File: src/rtl/program_loader_pkg.sv
// Shared constants for the operator-loaded program store
// and the control encodings it must agree with.
package program_loader_pkg;

  typedef enum logic [1:0] {
    MODE_LOAD = 2'b00,
    MODE_RUN  = 2'b01,
    MODE_HALT = 2'b10
  } mode_e;

  // Jump with offset -1: the core spins on itself.
  localparam logic [7:0] HALT_INSTR_DEF = 8'hFF;

  localparam logic [1:0] OP_ALU = 2'b00;
  localparam logic [1:0] OP_LD  = 2'b01;
  localparam logic [1:0] OP_ST  = 2'b10;
  localparam logic [1:0] OP_JMP = 2'b11;

  localparam int unsigned MEM_DEPTH = 256;

  function automatic logic pc_valid(
    input logic [7:0] pc,
    input logic [8:0] cnt
  );
    return {1'b0, pc} < cnt;
  endfunction

endpackage

File: src/rtl/btn_debounce.sv
// Raw push button to a one-cycle rising-edge pulse:
// 2-FF synchronizer, stability counter, edge detect.
module btn_debounce #(
  parameter int DEBOUNCE_CYCLES = 16
) (
  input  logic clk,
  input  logic rst_n,
  input  logic i_btn,
  output logic o_pulse
);

  localparam int CW = $clog2(DEBOUNCE_CYCLES + 1);

  logic          r_s1;
  logic          r_s2;
  logic          r_level;
  logic          r_level_q;
  logic [CW-1:0] r_cnt;

  always_ff @(posedge clk or negedge rst_n) begin
    if (!rst_n) begin
      r_s1      <= 1'b0;
      r_s2      <= 1'b0;
      r_level   <= 1'b0;
      r_level_q <= 1'b0;
      r_cnt     <= '0;
    end else begin
      r_s1      <= i_btn;
      r_s2      <= r_s1;
      r_level_q <= r_level;
      // Any sample agreeing with the accepted level restarts the count.
      if (r_s2 == r_level) begin
        r_cnt <= '0;
      end else if (r_cnt == CW'(DEBOUNCE_CYCLES - 1)) begin
        r_level <= r_s2;
        r_cnt   <= '0;
      end else begin
        r_cnt <= r_cnt + CW'(1);
      end
    end
  end

  assign o_pulse = r_level & ~r_level_q;

endmodule

File: src/rtl/program_loader.sv
// Operator-filled 256x8 program store feeding the core,
// with load/run/halt sequencing and core clock-enable.
module program_loader
  import program_loader_pkg::*;
#(
  parameter int         DEBOUNCE_CYCLES = 16,
  parameter logic [7:0] HALT_INSTR      = HALT_INSTR_DEF
) (
  input  logic       CLK,
  input  logic       Reset,
  input  logic [7:0] sw_data,
  input  logic       load_btn,
  input  logic       run_btn,
  input  logic [7:0] pc,
  output logic [7:0] instruction,
  output logic       cpu_en,
  output logic       cpu_restart,
  output logic [1:0] mode,
  output logic [8:0] load_count,
  output logic       full
);

  mode_e      r_mode;
  mode_e      w_mode_nxt;
  logic [8:0] r_count;
  logic [8:0] w_count_nxt;
  logic       r_cpu_en;
  logic       r_restart;
  logic       w_restart;
  logic       w_we;
  logic       w_ld_p;
  logic       w_run_p;
  logic       w_full;
  logic       w_active;
  logic [7:0] r_mem [MEM_DEPTH];

  btn_debounce #(
    .DEBOUNCE_CYCLES(DEBOUNCE_CYCLES)
  ) u_ld_db (
    .clk    (CLK),
    .rst_n  (Reset),
    .i_btn  (load_btn),
    .o_pulse(w_ld_p)
  );

  btn_debounce #(
    .DEBOUNCE_CYCLES(DEBOUNCE_CYCLES)
  ) u_run_db (
    .clk    (CLK),
    .rst_n  (Reset),
    .i_btn  (run_btn),
    .o_pulse(w_run_p)
  );

  assign w_full   = (r_count == 9'd256);
  assign w_active = (r_mode == MODE_RUN) ||
                    (r_mode == MODE_HALT);

  // Stale bytes past load_count stay hidden behind the compare.
  assign instruction =
    (w_active && pc_valid(pc, r_count)) ?
    r_mem[pc] : HALT_INSTR;

  always_comb begin
    w_mode_nxt  = r_mode;
    w_count_nxt = r_count;
    w_restart   = 1'b0;
    w_we        = 1'b0;
    case (r_mode)
      MODE_LOAD: begin
        if (w_ld_p) begin
          if (!w_full) begin
            w_we        = 1'b1;
            w_count_nxt = r_count + 9'd1;
          end
        end else if (w_run_p && r_count != 9'd0) begin
          w_mode_nxt = MODE_RUN;
          w_restart  = 1'b1;
        end
      end
      MODE_RUN: begin
        if (w_ld_p) begin
          w_mode_nxt  = MODE_LOAD;
          w_count_nxt = 9'd0;
        end else if (w_run_p) begin
          w_restart = 1'b1;
        end else if (instruction == HALT_INSTR) begin
          w_mode_nxt = MODE_HALT;
        end
      end
      MODE_HALT: begin
        if (w_ld_p) begin
          w_mode_nxt  = MODE_LOAD;
          w_count_nxt = 9'd0;
        end else if (w_run_p) begin
          w_mode_nxt = MODE_RUN;
          w_restart  = 1'b1;
        end
      end
      default: begin
        w_mode_nxt = MODE_LOAD;
      end
    endcase
  end

  always_ff @(posedge CLK or negedge Reset) begin
    if (!Reset) begin
      r_mode    <= MODE_LOAD;
      r_count   <= 9'd0;
      r_cpu_en  <= 1'b0;
      r_restart <= 1'b0;
    end else begin
      r_mode    <= w_mode_nxt;
      r_count   <= w_count_nxt;
      r_cpu_en  <= (w_mode_nxt == MODE_RUN);
      r_restart <= w_restart;
    end
  end

  // Contents survive reset; load_count alone decides visibility.
  always_ff @(posedge CLK) begin
    if (w_we) begin
      r_mem[r_count[7:0]] <= sw_data;
    end
  end

  assign cpu_en      = r_cpu_en;
  assign cpu_restart = r_restart;
  assign mode        = r_mode;
  assign load_count  = r_count;
  assign full        = w_full;

endmodule

File: config.mk
export PLATFORM = sky130hd
export DESIGN_NAME = program_loader
export DESIGN_NICKNAME = d
export VERILOG_FILES = /design/src/rtl/program_loader_pkg.sv /design/src/rtl/btn_debounce.sv /design/src/rtl/program_loader.sv
export SDC_FILE = /design/constraint.sdc
export NUM_CORES = 2
export LEC_CHECK = 0
export BUFFER_PORTS_ARGS = -buffer_cell sky130_fd_sc_hd__buf_2
export CORE_MARGIN = 5
export CORE_UTILIZATION = 55
export DETAILED_ROUTE_END_ITERATION = 8
export GPL_TIMING_DRIVEN = 1
export PLACE_DENSITY = 0.71
export SYNTH_ARGS = -nofsm -noshare
export SYNTH_HDL_FRONTEND = slang
export SYNTH_SLANG_ARGS = --single-unit
File: constraint.sdc
create_clock -name CLK -period 3.97 [get_ports CLK]
set_clock_uncertainty 0.05 [all_clocks]
set_input_delay 0.1985 -clock CLK [delete_from_list [all_inputs] [get_ports CLK]]
set_output_delay 0.1985 -clock CLK [all_outputs]
set_load 0.005 [all_outputs]
* After elaboration in Yosys (flattened, before gate mapping) *
Memories as Yosys holds them, arrays and structs flattened.
Cells that the tools add are included.

operators by class
  add/subtract/negate cells = 3
  $lt $le $gt $ge = 1
  eq/ne operators = 12
  muxes and demuxes = 27
  bitwise operators = 6
  reductions and logical operators = 10

operators with widths
  cell                 number
  $mux 9               3
  $mux 5               4
  $pmux 9 s2           1
  $mux 2               7
  $add 5x1->5 const B  2
  $eq 5x4->1 const B   2
  $add 9x1->9 const B  1
  $eq 9x9->1 const B   1
  $lt 8x9->1           1
  $mux 1               9
  $reduce_bool 9->1    1
  $eq 8x8->1 const B   1
  $mux 8               1
  $pmux 2 s3           1
  $eq 2x1->1 const B   2
  $ne 2x1->1 const B   2
  $not 1->1            4
  $reduce_and 2->1     2
  $reduce_and 4->1     1
  $and 1x1->1          2
  $eq 1x1->1           2
  $eq 2x2->1 const B   1
  $logic_and 1x1->1    2
  $logic_not 2->1      1
  5 further kinds      5

word-level totals
  register bits = 31
  memory bits (writable) = 2048
  input port bits = 20
  output and inout port bits = 22
  memories = 1

memories
  memory  depth  bits a word  rd ports  clocked after Yosys merged registers in  write ports  line                  RTL
  r_mem   256    8            1         0                                        1            program_loader.sv:35  logic [7:0] r_mem [MEM_DEPTH];

* Longest topological paths before layout *
  word-level depth = 10
  gate-level depth with buffers = 16

* By module *
A second synthesis with hierarchy kept.

second synthesis, totals
  cells, all modules = 3690
  area, all modules = 81021.5 sq um

modules (own cells, without submodules)
  module          times used  cells each  area each (sq um)
  program_loader  1           3640        80343.3
  btn_debounce    2           25          339.1

* Least setup slack after synthesis *
OpenSTA, ideal clock, no wires.

  path kind = input to register
  start point = input port pc[2]
  end point = register r_mode[0], in the netlist mode[0]
  library setup time = 0.104 ns
  arrival = 3.269 ns
  slack = 0.547 ns
  stages on the path = 12
  cells stage by stage = buf_2 -> buf_2 -> buf_1 -> clkbuf_1 -> mux4_2 -> mux4_2 -> a21oi_1 -> nor3_1 -> o31ai_1 -> nor2_1 -> and3_1 -> o41ai_2

on the way
  word-level cells in the longest chain between the ends = 8

RTL lines
  item                                                                   line                   RTL
  from (decl)                                                            program_loader.sv:14   input logic [7:0] pc,
  parallel branches: the longest is 2 deep, another holds $mem_v2 256x8  -
  $mux 8 (*)                                                             program_loader.sv:61   (w_active && pc_valid(pc, r_count)) ?
  $eq 8x8->1 (*)                                                         program_loader.sv:87   end else if (instruction == HALT_INSTR) begin
  $mux 2 (*)                                                             program_loader.sv:87
  $mux 2 (*)                                                             program_loader.sv:85   end else if (w_run_p) begin
  $mux 2 (*)                                                             program_loader.sv:82   if (w_ld_p) begin
  $pmux 2 s3 (*)                                                         program_loader.sv:69   case (r_mode)
  net w_mode_nxt[0]                                                      program_loader.sv:24   mode_e w_mode_nxt;
  to (signal assigned)                                                   program_loader.sv:113  r_mode <= w_mode_nxt;
  to (decl)                                                              program_loader.sv:23   mode_e r_mode;

Mark *: on every way through the listed nets, which the timed path passes.
A chain may end at the register's enable or synchronous reset.

* Worst setup path after layout *
  start point = memory r_mem[213][3]
  end point = output port instruction[3]

on the way
  word-level cells in the longest chain between the ends = 2

RTL lines
  item           line                  RTL
  from (decl)    program_loader.sv:35
  $mem_v2 256x8  -
  $mux 8         program_loader.sv:61
  to (decl)      program_loader.sv:15  output logic [7:0] instruction,

Every way passes these cells.

==> metrics list <==
- After filler insertion, the fill cell instance count of the layout stands at 9453.
- The flow ran to the end, but the final reports show violations.
- In the synthesized netlist, the number of instances is 3758.
- Average routed wire per standard cell: about 33 um
* Cell area after technology mapping: 0.08079 mm^2
- Clock latency on the worst-skew pair, taken at its later pin, is roughly 0.83 ns.
- For this design the static power due to leakage is 30.13 nW.
- The tool flagged a number of max-cap violations equal to 0.
* DPL Wire Length: 134400 um
* Ports placed on the boundary: 42
- A synthesized cell averages 21.50 um^2.
* Fraction of the yosys area taken by sequential cells: 77.08%
- The first global-routing pass estimated 300000 um of wire.
* Maximum number of pins on one net before global-route repair: 164
* Top cells by area, synth: sky130_fd_sc_hd__edfxtp_1, sky130_fd_sc_hd__mux4_2, sky130_fd_sc_hd__nor2_1, sky130_fd_sc_hd__mux2i_1, sky130_fd_sc_hd__dfrtp_1
- Horizontal extent of the die: between 300 and 400 um
- Number of enable-type register cells in the synthesized netlist: 2048
- H-tree levels: 4
- During synthesis, Yosys emitted a total of 0 warnings.
- Longest Clk Path Bufs: 3
* Critical Path Fanout Max: 2
- The worst setup path is launched from a flip-flop.
- DR iter-0 viols: 6064
- Total nets after synthesis: around 3800
* CP Capture Type: primary output
* Placed standard-cell area: 0.08672 mm^2
* Count of antenna-violating nets left after detailed routing: 0
* Register area: 0.06227 mm^2
- Subtracting the final worst setup slack from the clock period gives 4.022 ns.
* Area delta synth->final: 15.53%
- Per report_power, the clock group accounts for between 40 and 50% of the total.
- Core region area: 0.1459 mm^2
* Antenna violations before repair: 1
* Main flop type after synthesis: sky130_fd_sc_hd__edfxtp_1
* Number of hold violations in the final report: 0
- Total gr overflow: 0
- Clock tree from TritonCTS: built
* Full die area: 0.1547 mm^2
* Crit path kind: reg -> out
- After clock tree synthesis, the clock-pin slew on the worst setup and hold paths is 0.06 ns.
* Row count: 140
- Net count of the finished layout: 4337
- In the routed layout, each cell is associated on average with a via count of approximately 6.6.
- The biggest area contributor in the post-synthesis netlist is sky130_fd_sc_hd__edfxtp_1.
* Arrival @ worst endpoint: 3.77 ns
* Initial Util: between 50% and 60%
- In this run switching power makes up 20.86% of total power.
- Die height: 393.3 um
* Violated checks: setup timing
- The number of global-route vias before repair came to 41890.
- In the layout the commonest cells are sky130_fd_sc_hd__edfxtp_1, sky130_fd_sc_hd__mux4_2, sky130_fd_sc_hd__buf_4.
- Req. time, crit path: 3.72 ns
- Clock tree synthesis found a total of 2079 sinks.
* Final setup margin: -0.05197 ns
- Number of vias in the routed layout: about 42000
- Power density relative to cell area: 481.1 mW/mm^2
- Final estimated routing congestion in global placement: 0.9271
- Headroom to the max-slew limit: 11.55%
* Part of the cycle the worst path needs: 101.3%
- Post-route DRC: 0
- Total GRT Usage: 27.46%
- Area occupied by multi-input gates: 0.01765 mm^2
* Clock tree root buffer cell: sky130_fd_sc_hd__clkbuf_16
* Fraction of synthesis flops using an asynchronous set or reset pin: 1.491%
- Hold is met by 0.01915 ns.
* Max-slew violation count: 0
- Port buffering added 41 buffers.
* RSZ-0062 raised after global routing: yes
* Flops & latches, synth: 2079
- Share of the synthesized area in the top cell type: 76.12%
- Most common library cell in the layout ignoring fill and taps: sky130_fd_sc_hd__edfxtp_1
* Net switching power: 9.366 mW
* Slew at the pin closest to its max-slew limit: 1.327 ns
- Dpl ws: -0.2999 ns
* Type of the most critical hold path: in -> async
* Design Area, Final: 0.09334 mm^2
- Combinational logic is responsible for about 5.3% of the overall power.
- Internal power comes to 35.54 mW.
- Number of buffers created by CTS: 194
- Overall power after layout: 44.90 mW
* Final-report setup violation count: 2
* WL final: ~210000 um
* Max VDD drop: a little over 500 uV
- Of the total power, registers draw roughly 54%.
- For this run, the top clock speed supported by timing is 0.2486 GHz.
- 1st-pass router iterations: 9
* Count of distinct cell types in the synthesized netlist: 60
- In the final layout, the share of cells above drive strength 1 is about a third.
-- flip-flops by register name, indices dropped and copies added, names as in the netlist, 2 cells and up --
name and cells:
u_ld_db.r_cnt 5, mode 2, load_count 9, r_mem 2048, u_run_db.r_cnt 5
-- power groups by stage --
stage / combinational (mW) / clock [mW] / sequential, mW
global placement: 2.26 / 0 / 24.6
CTS: 2.34 / 18.6 / 24.1
finish: 2.39 / 18.4 / 24.1
global route: 2.50 / 19.6 / 24.1
detailed placement: 2.29 / 0 / 24.6
floorplan: 1.12 / 0 / 24.6
-- Yosys cell counts (7+ instances only) --
master / number
sky130_fd_sc_hd__edfxtp_1: 2048
sky130_fd_sc_hd__mux4_2: 547
sky130_fd_sc_hd__nor2_1: 302
sky130_fd_sc_hd__nand2_1: 116
sky130_fd_sc_hd__clkbuf_1: 97
sky130_fd_sc_hd__mux2i_1: 85
sky130_fd_sc_hd__buf_2: 72
sky130_fd_sc_hd__o22ai_1: 48
sky130_fd_sc_hd__a22oi_1: 41
sky130_fd_sc_hd__a21oi_1: 31
sky130_fd_sc_hd__dfrtp_1: 31
sky130_fd_sc_hd__nand3_1: 30
sky130_fd_sc_hd__o21ai_0: 29
sky130_fd_sc_hd__buf_1: 28
sky130_fd_sc_hd__a211oi_1: 25
sky130_fd_sc_hd__ha_1: 17
sky130_fd_sc_hd__inv_1: 17
sky130_fd_sc_hd__buf_4: 15
sky130_fd_sc_hd__nand2b_1: 14
sky130_fd_sc_hd__nor3_1: 14
sky130_fd_sc_hd__nor2b_1: 10
sky130_fd_sc_hd__o211ai_1: 10
sky130_fd_sc_hd__a31oi_1: 9
sky130_fd_sc_hd__and2_1: 9
sky130_fd_sc_hd__nor4_1: 9
sky130_fd_sc_hd__nand4_1: 8
sky130_fd_sc_hd__and3_1: 7
-- timing repair --
action                                  in CTS  in global routing
endpoints found under the setup margin       7                 10
resized for setup                           21                 16
hold endpoints to repair                   298                  0
pin swaps                                    4                  6
setup buffers                                7                  2
hold buffers                                 6                  0
-- per-layer routing --
layer | share of wire [%] | GRT usage (%)
met5 | 0.0053 | 0
met3 | 12 | 6.635
met2 | 47 | 41.65
met4 | 3.9 | 10.10
met1 | 37 | 39.65
-- cells by family after synthesis --
family	Yosys count	synth area share [%]
adders and majority gates	17	0.2633
buffers and inverters	232	1.278
xor gates and xnor gates	6	0.06504
DFF	2079	77.08
muxes	635	16.34
and+or+nand+nor	539	2.836
AOI/OAI and AO/OA	250	2.134
-- cell type report --
type                    instances  share of cell area [%]
diodes                          4                 0.01072
clock buffers                 243                   5.590
clock inverters               109                   1.158
inverters                      18                 0.07775
multi-input cells            1447                   18.91
flip-flops and latches       2079                   66.72
well taps                    1917                   2.570
repair buffers                560                   4.963
-- through the flow --
stage | setup TNS [ns] | utilization, % | std cells
floorplan | 0 | - | 3758
global placement | -0.7765 | 59.43 | 6006
detailed placement | -1.069 | 59.43 | 6006
CTS | -0.08432 | 63.88 | 6371
global route | -0.5123 | 63.96 | 6373
finish | -0.08131 | 63.97 | 6377
-- worst max-delay path, stage by stage, from the launching register on --
cell and delay [ns]:
sky130_fd_sc_hd__edfxtp_1 0.41, sky130_fd_sc_hd__mux4_2 0.51, sky130_fd_sc_hd__mux4_2 0.52, sky130_fd_sc_hd__mux4_2 0.59, sky130_fd_sc_hd__mux2i_2 0.25, sky130_fd_sc_hd__buf_4 0.18
sky130_fd_sc_hd__nand2_4 0.06, sky130_fd_sc_hd__o21ai_4 0.11, sky130_fd_sc_hd__buf_6 0.15, sky130_fd_sc_hd__nand2_4 0.05, sky130_fd_sc_hd__buf_6 0.13
-- path summary, 6_finish.rpt --
check	to	start	depth (start not counted)	slack [ns]
setup / recovery	instruction[3]	r_mem[213][3]	10	-0.05
hold reg to reg	u_ld_db.r_s2	u_ld_db.r_s1	0	0.30
min in group CLK	u_run_db.r_s1	run_btn	2	0.07
setup reg to reg	mode[0]	r_mem[213][3]	16	-0.03
hold / removal	u_ld_db.r_s1	Reset	2	0.02
max in group asynchronous	load_count[0]	Reset	2	3.25
Power figures use the tool's default switching activity.
